===== config.mk =====
export PLATFORM = sky130hd
export DESIGN_NAME = period_to_rpm
export DESIGN_NICKNAME = d
export VERILOG_FILES = /design/src/rtl/period_to_rpm_pkg.sv /design/src/rtl/serial_divider.sv /design/src/rtl/period_to_rpm.sv
export SDC_FILE = /design/constraint.sdc
export NUM_CORES = 1
export LEC_CHECK = 0
export BUFFER_PORTS_ARGS = -buffer_cell sky130_fd_sc_hd__buf_4
export CORE_MARGIN = 10
export CORE_UTILIZATION = 44
export CTS_CLUSTER_SIZE = 20
export DETAILED_ROUTE_END_ITERATION = 10
export PLACE_DENSITY = 0.6
export SETUP_SLACK_MARGIN = 0.3
export SLEW_MARGIN = 25
export SYNTH_ARGS = -nofsm -noshare
export SYNTH_HDL_FRONTEND = slang
export SYNTH_SLANG_ARGS = --single-unit

===== constraint.sdc =====
create_clock -name clk -period 2.9 [get_ports clk]
set_input_delay 0.435 -clock clk [delete_from_list [all_inputs] [get_ports clk]]
set_output_delay 0.435 -clock clk [all_outputs]
set_load 0.01 [all_outputs]

===== src/rtl/period_to_rpm_pkg.sv =====
// rtl/period_to_rpm_pkg.sv - shared width, state encoding and sizing helpers for period_to_rpm
package period_to_rpm_pkg;

  // Width of the averaged period delivered by the upstream rpm stage.
  localparam int RPM_WIDTH = 16;

  typedef enum logic [1:0] {
    S_IDLE   = 2'd0,
    S_DIVIDE = 2'd1,
    S_DONE   = 2'd2
  } state_t;

  // Divisor width: period scaled by pulses per revolution.
  function automatic int calc_div_w(input int ppr);
    return RPM_WIDTH + $clog2(ppr + 1);
  endfunction

  // Divider step count: wide enough for numerator or divisor, plus one
  // headroom bit so the rounding add cannot overflow the numerator.
  function automatic int calc_iter(input longint unsigned clk_hz, input int ppr);
    longint unsigned num;
    int nb;
    int dw;
    num = 64'd60 * clk_hz;
    nb  = $clog2(num + 1);
    dw  = calc_div_w(ppr);
    return ((nb > dw) ? nb : dw) + 1;
  endfunction

endpackage


===== src/rtl/serial_divider.sv =====
// rtl/serial_divider.sv - bit-serial restoring divider, one quotient bit per step, MSB first
module serial_divider #(
  parameter int ITER  = 18,
  parameter int DIV_W = 17
) (
  input  logic             clk,
  input  logic             reset,
  input  logic             start,
  input  logic             step,
  input  logic [ITER-1:0]  numerator,
  input  logic [DIV_W-1:0] divisor,
  output logic [ITER-1:0]  quotient,
  output logic             last
);

  localparam int CW = $clog2(ITER + 1);

  logic [ITER-1:0]  num_q;
  logic [DIV_W-1:0] div_q;
  logic [DIV_W-1:0] rem_q;
  logic [ITER-1:0]  quo_q;
  logic [CW-1:0]    cnt_q;
  logic [DIV_W:0]   rem_shift;
  logic             ge;

  // Trial subtraction: bring down the next numerator bit and compare.
  always_comb begin
    rem_shift = {rem_q, num_q[ITER-1]};
    ge        = (rem_shift >= {1'b0, div_q});
  end

  // Load operands on start, then shift/subtract once per step.
  always_ff @(posedge clk) begin
    if (!reset) begin
      num_q <= '0;
      div_q <= '0;
      rem_q <= '0;
      quo_q <= '0;
      cnt_q <= '0;
    end else if (start) begin
      num_q <= numerator;
      div_q <= divisor;
      rem_q <= '0;
      quo_q <= '0;
      cnt_q <= CW'(ITER);
    end else if (step) begin
      num_q <= num_q << 1;
      rem_q <= DIV_W'(ge ? (rem_shift - {1'b0, div_q}) : rem_shift);
      quo_q <= {quo_q[ITER-2:0], ge};
      cnt_q <= cnt_q - CW'(1);
    end
  end

  assign quotient = quo_q;
  assign last     = (cnt_q == CW'(1));

endmodule


===== src/rtl/period_to_rpm.sv =====
// rtl/period_to_rpm.sv - averaged pulse period to RPM; PERIOD_TO_RPM_ROUND_EN selects round-to-nearest
module period_to_rpm
  import period_to_rpm_pkg::*;
#(
  parameter int unsigned CLK_HZ         = 50_000_000,
  parameter int          PULSES_PER_REV = 1,
  parameter int          OUT_WIDTH      = 16
) (
  input  logic                 clk,
  input  logic                 reset,
  input  logic [RPM_WIDTH-1:0] period,
  input  logic                 period_valid,
  output logic                 busy,
  output logic [OUT_WIDTH-1:0] rpm,
  output logic                 rpm_valid,
  output logic                 overflow
);

  localparam int DIV_W = calc_div_w(PULSES_PER_REV);
  localparam int ITER  = calc_iter(64'(CLK_HZ), PULSES_PER_REV);
  localparam logic [ITER-1:0] NUM_BASE = ITER'(64'(CLK_HZ) * 64'd60);

  state_t          state;
  logic            zero_q;
  logic            start;
  logic            step;
  logic            div_last;
  logic            sat;
  logic [DIV_W-1:0] divisor_in;
  logic [ITER-1:0]  numerator_in;
  logic [ITER-1:0]  quotient;

  // Operand preparation for the sample being accepted this cycle.
  always_comb begin
    start      = (state == S_IDLE) && period_valid;
    step       = (state == S_DIVIDE);
    divisor_in = DIV_W'(period) * DIV_W'(PULSES_PER_REV);
`ifdef PERIOD_TO_RPM_ROUND_EN
    numerator_in = NUM_BASE + ITER'(divisor_in >> 1);
`else
    numerator_in = NUM_BASE;
`endif
    sat        = |(quotient >> OUT_WIDTH);
  end

  serial_divider #(
    .ITER  (ITER),
    .DIV_W (DIV_W)
  ) u_div (
    .clk       (clk),
    .reset     (reset),
    .start     (start),
    .step      (step),
    .numerator (numerator_in),
    .divisor   (divisor_in),
    .quotient  (quotient),
    .last      (div_last)
  );

  // Conversion sequencing plus zero/saturation handling into the output registers.
  always_ff @(posedge clk) begin
    if (!reset) begin
      state     <= S_IDLE;
      zero_q    <= 1'b0;
      busy      <= 1'b0;
      rpm       <= '0;
      rpm_valid <= 1'b0;
      overflow  <= 1'b0;
    end else begin
      rpm_valid <= 1'b0;
      case (state)
        S_IDLE: begin
          if (period_valid) begin
            zero_q <= (period == '0);
            busy   <= 1'b1;
            state  <= S_DIVIDE;
          end
        end
        S_DIVIDE: begin
          if (div_last) state <= S_DONE;
        end
        S_DONE: begin
          if (zero_q) begin
            rpm      <= '0;
            overflow <= 1'b0;
          end else if (sat) begin
            rpm      <= '1;
            overflow <= 1'b1;
          end else begin
            rpm      <= OUT_WIDTH'(quotient);
            overflow <= 1'b0;
          end
          rpm_valid <= 1'b1;
          busy      <= 1'b0;
          state     <= S_IDLE;
        end
        default: state <= S_IDLE;
      endcase
    end
  end

endmodule


==> results of run 1 <==
tightest hold or removal path, stage by stage:
cell and delay, ns:
sky130_fd_sc_hd__buf_4 0.11, sky130_fd_sc_hd__nand2_1 0.05, sky130_fd_sc_hd__a21oi_1 0.05
how the worst max path moves through the flow:
stage / startpoint / end / slack, ns / depth (start not counted)
after CTS: u_div.num_q[32]$_SDFFE_PP0P_ / u_div.rem_q[12]$_SDFFE_PP0P_ / 0.40 / 11
after detailed placement: u_div.num_q[32]$_SDFFE_PP0P_ / u_div.rem_q[6]$_SDFFE_PP0P_ / 0.40 / 11
final: u_div.num_q[32]$_SDFFE_PP0P_ / u_div.rem_q[12]$_SDFFE_PP0P_ / 0.46 / 11
after global placement: u_div.num_q[32]$_SDFFE_PP0P_ / u_div.rem_q[12]$_SDFFE_PP0P_ / 0.46 / 11
after floorplan: u_div.num_q[32]$_SDFFE_PP0P_ / u_div.rem_q[12]$_SDFFE_PP0P_ / 0.57 / 11
after global routing: u_div.num_q[32]$_SDFFE_PP0P_ / u_div.rem_q[12]$_SDFFE_PP0P_ / 0.33 / 11
cell families after synthesis:
group           count (synthesis)  share of synthesized area, %
simple gates                  252                         21.11
fa+ha+maj                      19                         4.542
mux                            10                         1.854
xor+xnor                       16                         2.596
buf+inv                        67                         5.029
flops                         118                         43.75
compound gates                190                         21.11
stage by stage:
stage / util (%) / hold WS (ns) / worst slack [ns] / instance area, µm² / power (µW)
2_1_floorplan: - / 0.4321 / 0.5651 / 5399 / 2646
3_3_place_gp: 48.18 / 0.4383 / 0.4584 / 5787 / 2850
3_5_place_dp: 48.18 / 0.4432 / 0.4007 / 5787 / 2864
4_1_cts: 53.14 / 0.2577 / 0.3975 / 6382 / 4969
5_1_grt: 53.34 / 0.2756 / 0.3279 / 6407 / 5233
6_report: 53.34 / 0.2802 / 0.4628 / 6407 / 4972
cell usage in the layout, fill, tap and decap left out, types with 3 or more instances in the layout:
master                         n
sky130_fd_sc_hd__ha_1         18
sky130_fd_sc_hd__nor2b_1       3
sky130_fd_sc_hd__clkbuf_8      3
sky130_fd_sc_hd__mux2i_1       8
sky130_fd_sc_hd__xnor2_1      12
sky130_fd_sc_hd__o21ai_0      18
sky130_fd_sc_hd__clkinvlp_4    4
sky130_fd_sc_hd__nor3b_1      17
sky130_fd_sc_hd__a21oi_2       3
sky130_fd_sc_hd__nor4_1        6
sky130_fd_sc_hd__a21o_1        5
sky130_fd_sc_hd__clkbuf_16    17
sky130_fd_sc_hd__o21a_1        3
sky130_fd_sc_hd__nand3_1       8
sky130_fd_sc_hd__a21oi_1     118
sky130_fd_sc_hd__nor3_1        6
sky130_fd_sc_hd__inv_1        21
sky130_fd_sc_hd__buf_4        49
sky130_fd_sc_hd__nand2b_1      7
sky130_fd_sc_hd__dfxtp_1     118
sky130_fd_sc_hd__nand2_1     158
sky130_fd_sc_hd__nand4_1       8
sky130_fd_sc_hd__or4_1         4
sky130_fd_sc_hd__nor2_1       25
sky130_fd_sc_hd__o211ai_1      3
sky130_fd_sc_hd__xor2_1        4
sky130_fd_sc_hd__a211oi_1      3
sky130_fd_sc_hd__a31oi_1      12
synthesized netlist by cell type, types with 3 or more instances:
| cell type | number |
|---|---|
| sky130_fd_sc_hd__nor4_1 | 6 |
| sky130_fd_sc_hd__nand4_1 | 8 |
| sky130_fd_sc_hd__a31oi_1 | 12 |
| sky130_fd_sc_hd__ha_1 | 18 |
| sky130_fd_sc_hd__nand2_1 | 158 |
| sky130_fd_sc_hd__nand2b_1 | 8 |
| sky130_fd_sc_hd__a21oi_1 | 118 |
| sky130_fd_sc_hd__xor2_1 | 4 |
| sky130_fd_sc_hd__nand3_1 | 8 |
| sky130_fd_sc_hd__a211oi_1 | 3 |
| sky130_fd_sc_hd__or4_1 | 4 |
| sky130_fd_sc_hd__o21a_1 | 3 |
| sky130_fd_sc_hd__nor3b_1 | 17 |
| sky130_fd_sc_hd__a21oi_2 | 3 |
| sky130_fd_sc_hd__nor3_1 | 6 |
| sky130_fd_sc_hd__nor2_1 | 25 |
| sky130_fd_sc_hd__a21o_1 | 5 |
| sky130_fd_sc_hd__nor2b_1 | 4 |
| sky130_fd_sc_hd__mux2i_1 | 10 |
| sky130_fd_sc_hd__xnor2_1 | 12 |
| sky130_fd_sc_hd__buf_1 | 7 |
| sky130_fd_sc_hd__inv_1 | 21 |
| sky130_fd_sc_hd__o21ai_0 | 18 |
| sky130_fd_sc_hd__o211ai_1 | 3 |
| sky130_fd_sc_hd__clkbuf_1 | 34 |
| sky130_fd_sc_hd__dfxtp_1 | 118 |
sequential cells by signal, indices dropped and copies added, names as in the netlist:
register	cells
u_div.div_q	16
busy	1
zero_q	1
u_div.num_q	24
overflow	1
u_div.quotient	33
rpm	16
state	2
rpm_valid	1
u_div.cnt_q	6
u_div.rem_q	17
what timing repair did:
action / 4_1_cts / 5_1_grt
endpoints found under the setup margin: 0 / 6
resized for setup: 0 / 7
endpoints found under the hold margin: 0 / 0
power by group through the flow:
stage / Sequential (µW) / Combinational, µW / Clock, µW
floorplan: 1770 / 877 / 0
global placement: 1790 / 1070 / 0
detailed placement: 1790 / 1080 / 0
CTS: 1750 / 1080 / 2130
global route: 1760 / 1270 / 2200
finish: 1750 / 1140 / 2070
area by class of cell:
| cell class | instances | area (µm²) |
|---|---|---|
| clock buffers | 22 | 474.2 |
| clock inverters | 10 | 121.4 |
| fillers | 1149 | 5604 |
| inverters | 22 | 82.58 |
| multi-input cells | 487 | 2785 |
| flip-flops and latches | 118 | 2362 |
| well taps | 147 | 183.9 |
| repair buffers | 51 | 397.9 |
metal layers:
layer / wire, µm / track usage, % / up-vias / part of all wire [%]
li1: - / - / 2369 / -
met1: 5941 / 19.52 / 2150 / 48
met2: 5819 / 23.85 / 78 / 47
met3: 471 / 4.351 / 15 / 3.8
met4: 158 / 6.017 / 0 / 1.3
met5: 0 / 0 / - / 0
==> reports/results.txt, run 1 <==
The flow ran to the end, and the final reports show no timing, DRC or antenna violations. The antenna diode count is 0. After clock tree synthesis, the clock-pin slew on the worst setup and hold paths is 0.06 ns. Setup violations remaining at the end of the flow were counted as 0. For hold timing, the worst endpoint is u_div.div_q[13]$_SDFFE_PN0P_.

Power spread over the standard cell area amounts to 776.0 nW/µm². The number of distinct library cell variants in the gate-level netlist after synthesis is 58, and the number of CTS-inserted buffers is 17. The mean post-synth cell area came out at 8.034 µm². In this run the deepest clock path goes through 2 buffers. The cell taking the most area after synthesis is sky130_fd_sc_hd__dfxtp_1. The number of hold-repair buffers added at the cts stage is 0.

The worst ir drop on vdd was 491.4 µV. Sum of negative setup slack: 0 ns. After synthesis the cells add up to 5399 µm². At the later pin of the worst-skew pair, clock insertion delay measures 0.41 ns.

For this run, design rule violations remaining after detail routing come to 0. Walking the worst path, the cells encountered are inv_1, ha_1, inv_1, fa_2, a21o_1, a21o_1, a221o_1, a21oi_4, buf_8, mux2i_2, a211oi_2. Number of cells produced by synthesis: 672.

The Yosys warning count is 0, and the switching power of the nets is 1447 µW. For the HPWL after detailed placement, the log shows 8239 µm. Combinational logic burns 23.0% of the power.

At the pin with the least slew margin, the transition time is 0.7116 ns. Across all register-to-register paths, the minimum setup slack is 0.46 ns. The number of buffers added on ports is 37, and the fraction of power spent switching nets is 29.11%. The smallest clock period supported by the final layout is computed as 2.437 ns. The tools report the clock root buffer as sky130_fd_sc_hd__clkbuf_16. The via count of the first global-routing pass is 4395.

The global-route total usage across every layer is 15.28%, and the critical path required time is 3.16 ns. The H-tree generated during clock tree synthesis spans 4 levels. Measured in cells, the most critical reg-to-reg path has a length of 11.

STA classifies the critical path startpoint as a register. The final clock skew came out at 0.006589 ns. Cell internal power was estimated by the tool at 3525 µW. The kind of cell adding the most delay to the critical path is compound AO/OA/AOI/OAI gates.

The net count of the finished layout is 735. Compared with the post-synthesis result, the final layout area differs by 18.68%. After global routing the overflow that remains totals 0. TritonCTS built the clock tree. The first-pass GRT wire length is 21040 µm, and the pin count of the biggest net entering global routing is 63.

The relative contribution of the clock network to total power came out at 41.7%. Along the worst hold path, the cell count comes to 3. The run gives 857 as the final instance count without filler cells. Among all flip-flop cells after synthesis, the most frequent one is sky130_fd_sc_hd__dfxtp_1.

The routed length per placed instance works out to 14.46 µm. The final weighted congestion in routability-driven placement was 0.8744; the starting utilization of the core area was 44.95%. The floorplan step set the die width to 130.8 µm. Detailed routing inserted a total of 4612 vias. The largest single stage delay on the critical path is 0.36 ns. Yosys mapped a number of flops with a built-in enable equal to 0. For this design the top-level I/O count stands at 38. Static timing analysis puts the maximum clock frequency at 0.4103 GHz. The detail-routed via count per cell came out at 5.382. The largest individual stage delay along the critical path comes from the cell sky130_fd_sc_hd__fa_2. The startpoint of the lowest-slack register-to-register path is u_div.num_q[32]$_SDFFE_PP0P_. Across the run, the number of max-cap violations was 0. Before antenna repair, the detailed router went through 5 iterations.

Critical path class: reg2reg. The critical-path maximum fanout is 12, and the portion of total power attributed to sequential cells is 35.3%. The worst register-to-register path ends at u_div.rem_q[12]$_SDFFE_PP0P_. Class of the worst hold path: in2reg.

The row count was 40. Final count of hold timing violations: 0. Summed over its instances, the top area cell type makes up 43.75% of the synthesized netlist area. The final critical path takes up 84.04% of the cycle. The proportion of register bits with asynchronous set or reset after synthesis is 0%. The vertical extent of the die came out at 130.8 µm.

At the worst endpoint, the arrival time is 2.70 ns. Number of clock sinks: 118. For the number of design-rule violations left by the first detailed-router iteration, the log shows 330. The floorplan step defined a die boundary enclosing 17100 µm². The number of register bits inferred by synthesis came out at 118.

Share of final-layout standard cells stronger than drive strength 1: 13.80%. Once the clock tree was built, the setup fixing pass inserted 0 buffers. The tools report the number of pins exceeding their max-slew limit in the final report as 0. Setup repair after global routing left no endpoint under its margin. Counting every net in the synthesized netlist gives 710. The total wire length came out at 12390 µm. Summed over all cells, the static leakage comes to 0.002402 µW. The worst pin sits at a relative slew slack of 52.50%.

After synthesis, flip-flops and latches occupy 43.75% of the total area. The worst hold path begins at period[13]. The area of the core came out at 12010 µm². Together, buffers and inverters on the worst path number 3. The initial antenna violation count is 0. The critical path capture point type is a register. Once detail routing completed, the nets flagged for antenna violations numbered 0. Yosys attributes the largest share of cell area to sky130_fd_sc_hd__dfxtp_1, sky130_fd_sc_hd__nand2_1, sky130_fd_sc_hd__a21oi_1. The run gives 825 as the number of placed instances with taps included.
Power figures use the tool's default switching activity.
==> inputs of run 2 (changes only) <==
Settings changed: ABC_AREA set to 1.
Clock period 2.9 ns to 2.4 ns, I/O delays scaled along.
==> reports/results.txt, run 2 <==
In this run the cell area measured after placement is 6068 µm². Setup repair after global routing left no endpoint under its margin. The tools report the total wire length as 14650 µm. For the final count of hold timing violations, the log shows 0. Final standard cell area without fillers: 6974 µm².

A synthesized cell averages 6.984 µm². The worst setup path is captured at a register. The row count was 41. Max-capacitance violation count: 0. Leaving out fill and tap cells, the most frequent cell in the layout is sky130_fd_sc_hd__nand2_1.

0 antenna diodes ended up in the layout. Traced cell by cell, the critical path runs through inv_1, ha_1, a21o_1, nor2_1, o21ai_2, nor2_4, buf_4, nand3b_1, nand3_1, a21oi_1. The relative contribution of the clock network to total power was 34.0%.

Critical path class: reg2reg. Dividing the detail-routed wire length by the instance count gives 14.27 µm. The fraction of synthesized cell area taken by the top area cell type was 41.86%. The run gives 0 as the number of hold-repair buffers added at the cts stage. In the final timing run, aggregate negative setup slack is 0 ns.

For the length of the first detailed-routing pass in iterations, the log shows 7. The tools report the cell area after synthesis as 5643 µm². The total area inside the core boundary comes to 12570 µm². For this block, the via count after detailed routing is 5199. In this run the power spent charging and discharging nets is 3023 µW. The run gives 0 as the initial antenna violation count.

The pre-CTS worst setup slack is 0.2337 ns, and the number of register bits inferred by synthesis is 118. Among all stages on the critical path, the largest delay is contributed by sky130_fd_sc_hd__ha_1. The number of CTS-inserted buffers was 17. The vertical extent of the die was 133.2 µm. The flow ran to the end, and the final reports show no timing, DRC or antenna violations. The number of different library cells used by synthesis comes to 37. The final critical path takes up 81.78% of the cycle. The die boundary width was 133.2 µm; the net count after synthesis was 846. The tools report the clock root buffer as sky130_fd_sc_hd__clkbuf_16. The logs give 0.4374 ns for the slack of the critical path and 441 for the number of design-rule violations left by the first detailed-router iteration.

The detail-routed via count per cell was 5.062. In the post-synthesis netlist, the biggest area contributors are sky130_fd_sc_hd__dfxtp_1, sky130_fd_sc_hd__nand2_1, sky130_fd_sc_hd__a21oi_1. Global routing finished with a remaining overflow of 0.

The clock slew at the register clock pins of the worst setup and hold paths was 0.06 ns. The number of enable flip-flop cells after synthesis is 0, and the die outline area is 17750 µm². The tools report the HPWL after detailed placement as 9796 µm. The logs give 44.90% for the starting utilization of the core area and 23320 µm for the first-pass GRT wire length. The most used flip-flop cell after synthesis is sky130_fd_sc_hd__dfxtp_1. On the worst path, the slowest cell contributes a delay of 0.32 ns.

The worst setup path is launched from a register. The number of pins exceeding their max-slew limit in the final report was 0. The largest total area in the synthesized netlist belongs to sky130_fd_sc_hd__dfxtp_1.

For the detailed-route DRC error count, the log shows 0. The class of the worst hold path was in2reg. In this run the worst path has a maximum fanout of 16. The clock arrives with 0.01119 ns of skew. Of all flip-flops after synthesis, the portion carrying an async set or reset was 0%. Setup violations remaining at the end of the flow were counted as 0.

The share of final-layout standard cells stronger than drive strength 1 is 14.97%, and the post-route antenna net violation count is 0. At the end of the flow, the number of nets in the layout was 880. Top achievable clock speed: 0.5095 GHz.

The tools report the number of clock sinks as 118. The fraction of the yosys area taken by sequential cells was 41.86%; the via count of the first global-routing pass was 4801. Yosys instantiated no cell more often than sky130_fd_sc_hd__nand2_1. STA puts the critical path data required time at 2.67 ns. Counting every instance in the synthesized netlist gives 808. For this design the static power due to leakage is 0.003074 µW. At the pin with the least slew margin, the transition time is 0.6983 ns.

The number of buffers added on ports is 37, and the final weighted congestion in routability-driven placement is 0.9514. Cells fill 55.49% of the core in the end. The run gives 515.3 µV as the worst ir drop on vdd. The relative area change from synthesis to final layout was 23.59%; the cell-internal power was 4948 µW.

The power per standard cell area works out to 1143 nW/µm². The commonest cells after synthesis are sky130_fd_sc_hd__nand2_1, sky130_fd_sc_hd__dfxtp_1, sky130_fd_sc_hd__inv_1. Net switching is 37.92% of the power. 38 I/O pins were placed. The logs give 53.45% for the worst-case headroom to the max-slew limit and 38.2% for the combinational fraction of design power. The clock insertion delay at the later pin of the skew report came out at 0.42 ns.

TritonCTS built the clock tree. The register with the most flip-flops in the layout has 33 of them. Data arrives at the worst endpoint at 2.23 ns.

Sequential cells burn 27.8% of the power. The run gives 16.00% as the global-route total usage across every layer. Entering global routing, the biggest net connects 67 pins. For the Yosys warning count, the log shows 0. In the layout the commonest cells are sky130_fd_sc_hd__nand2_1, sky130_fd_sc_hd__dfxtp_1, sky130_fd_sc_hd__inv_1.

Counting along the longest clock path gives a buffer depth of 2. The tools report the H-tree depth reported by CTS as 4. The clock period could shrink to 1.963 ns.
[run 2: changes by cell type after synthesis, sizes merged, moves of 14 or more]
cell	before	now
nor2	26	42
nand2	158	250
nor3b	17	0
a21oi	123	80
a22oi	2	16
nand3	8	61
inv	21	100
[run 2: stage by stage]
stage	hold slack, ns	instances	total power (µW)
final	0.1843	1027	7970
after global routing	0.1813	1027	8479
after CTS	0.1759	1025	7637
after detailed placement	0.4533	992	4858
after global placement	0.4469	992	4848
after floorplan	0.4253	808	4311
[run 2: power groups by stage]
stage                     sequential (µW)  combinational [µW]  clock (µW)
after global placement               2230                2620           0
after global routing                 2230                3390        2870
after CTS                            2190                2680        2760
after detailed placement             2230                2630           0
final                                2210                3050        2710
after floorplan                      2200                2110           0
[run 2: cell type report]
type	instances	area, µm²
Fill cell	1207	5594
Tap cell	172	215.2
Timing Repair Buffer	54	409.1
Clock inverter	14	200.2
Clock buffer	18	439.2
Sequential cell	118	2362
Multi-Input combinational cell	551	2970
Inverter	100	377.9
[run 2: per-layer routing]
metal  share of wire [%]  track usage [%]
met1                  46            19.26
met2                  48            26.57
met3                 4.5            4.436
met4                 1.9            5.985
met5                   0                0
[run 2: logic make-up (layout without fill, tap and decap cells)]
| family | after synthesis | count (layout) | share of synthesized area, % |
|---|---|---|---|
| DFF | 118 | 118 | 41.86 |
| AOI/OAI and AO/OA | 133 | 133 | 13.06 |
| adders and majority gates | 19 | 19 | 4.346 |
| buffers and inverters | 139 | 186 | 9.845 |
| xor gates and xnor gates | 7 | 7 | 1.086 |
| and+or+nand+nor | 392 | 392 | 29.80 |
[run 2: critical path, delay by kind of cell, from the launching register on]
| family | cells | cell delay (ns) |
|---|---|---|
| buf+inv | 2 | 0.32 |
| fa+ha+maj | 1 | 0.32 |
| flops | 1 | 0.31 |
| simple gates | 4 | 0.51 |
| compound gates | 3 | 0.36 |
[run 2: path summary, 6_finish.rpt]
kind                                startpoint                           end  slack, ns  depth (start not counted)
setup / recovery  u_div.div_q[15]$_SDFFE_PN0P_   u_div.rem_q[1]$_SDFFE_PP0P_       0.44                         10
hold / removal                       period[2]   u_div.div_q[2]$_SDFFE_PN0P_       0.18                          3
setup reg to reg  u_div.div_q[15]$_SDFFE_PN0P_   u_div.rem_q[1]$_SDFFE_PP0P_       0.44                         10
hold reg to reg   u_div.num_q[27]$_SDFFE_PP0P_  u_div.num_q[27]$_SDFFE_PP0P_       0.46                          2
[run 2: timing repair]
action,in CTS,in global routing
resized for setup,1,38
endpoints found under the setup margin,8,18
setup buffers,1,2
endpoints found under the hold margin,0,0
pin swaps,1,7
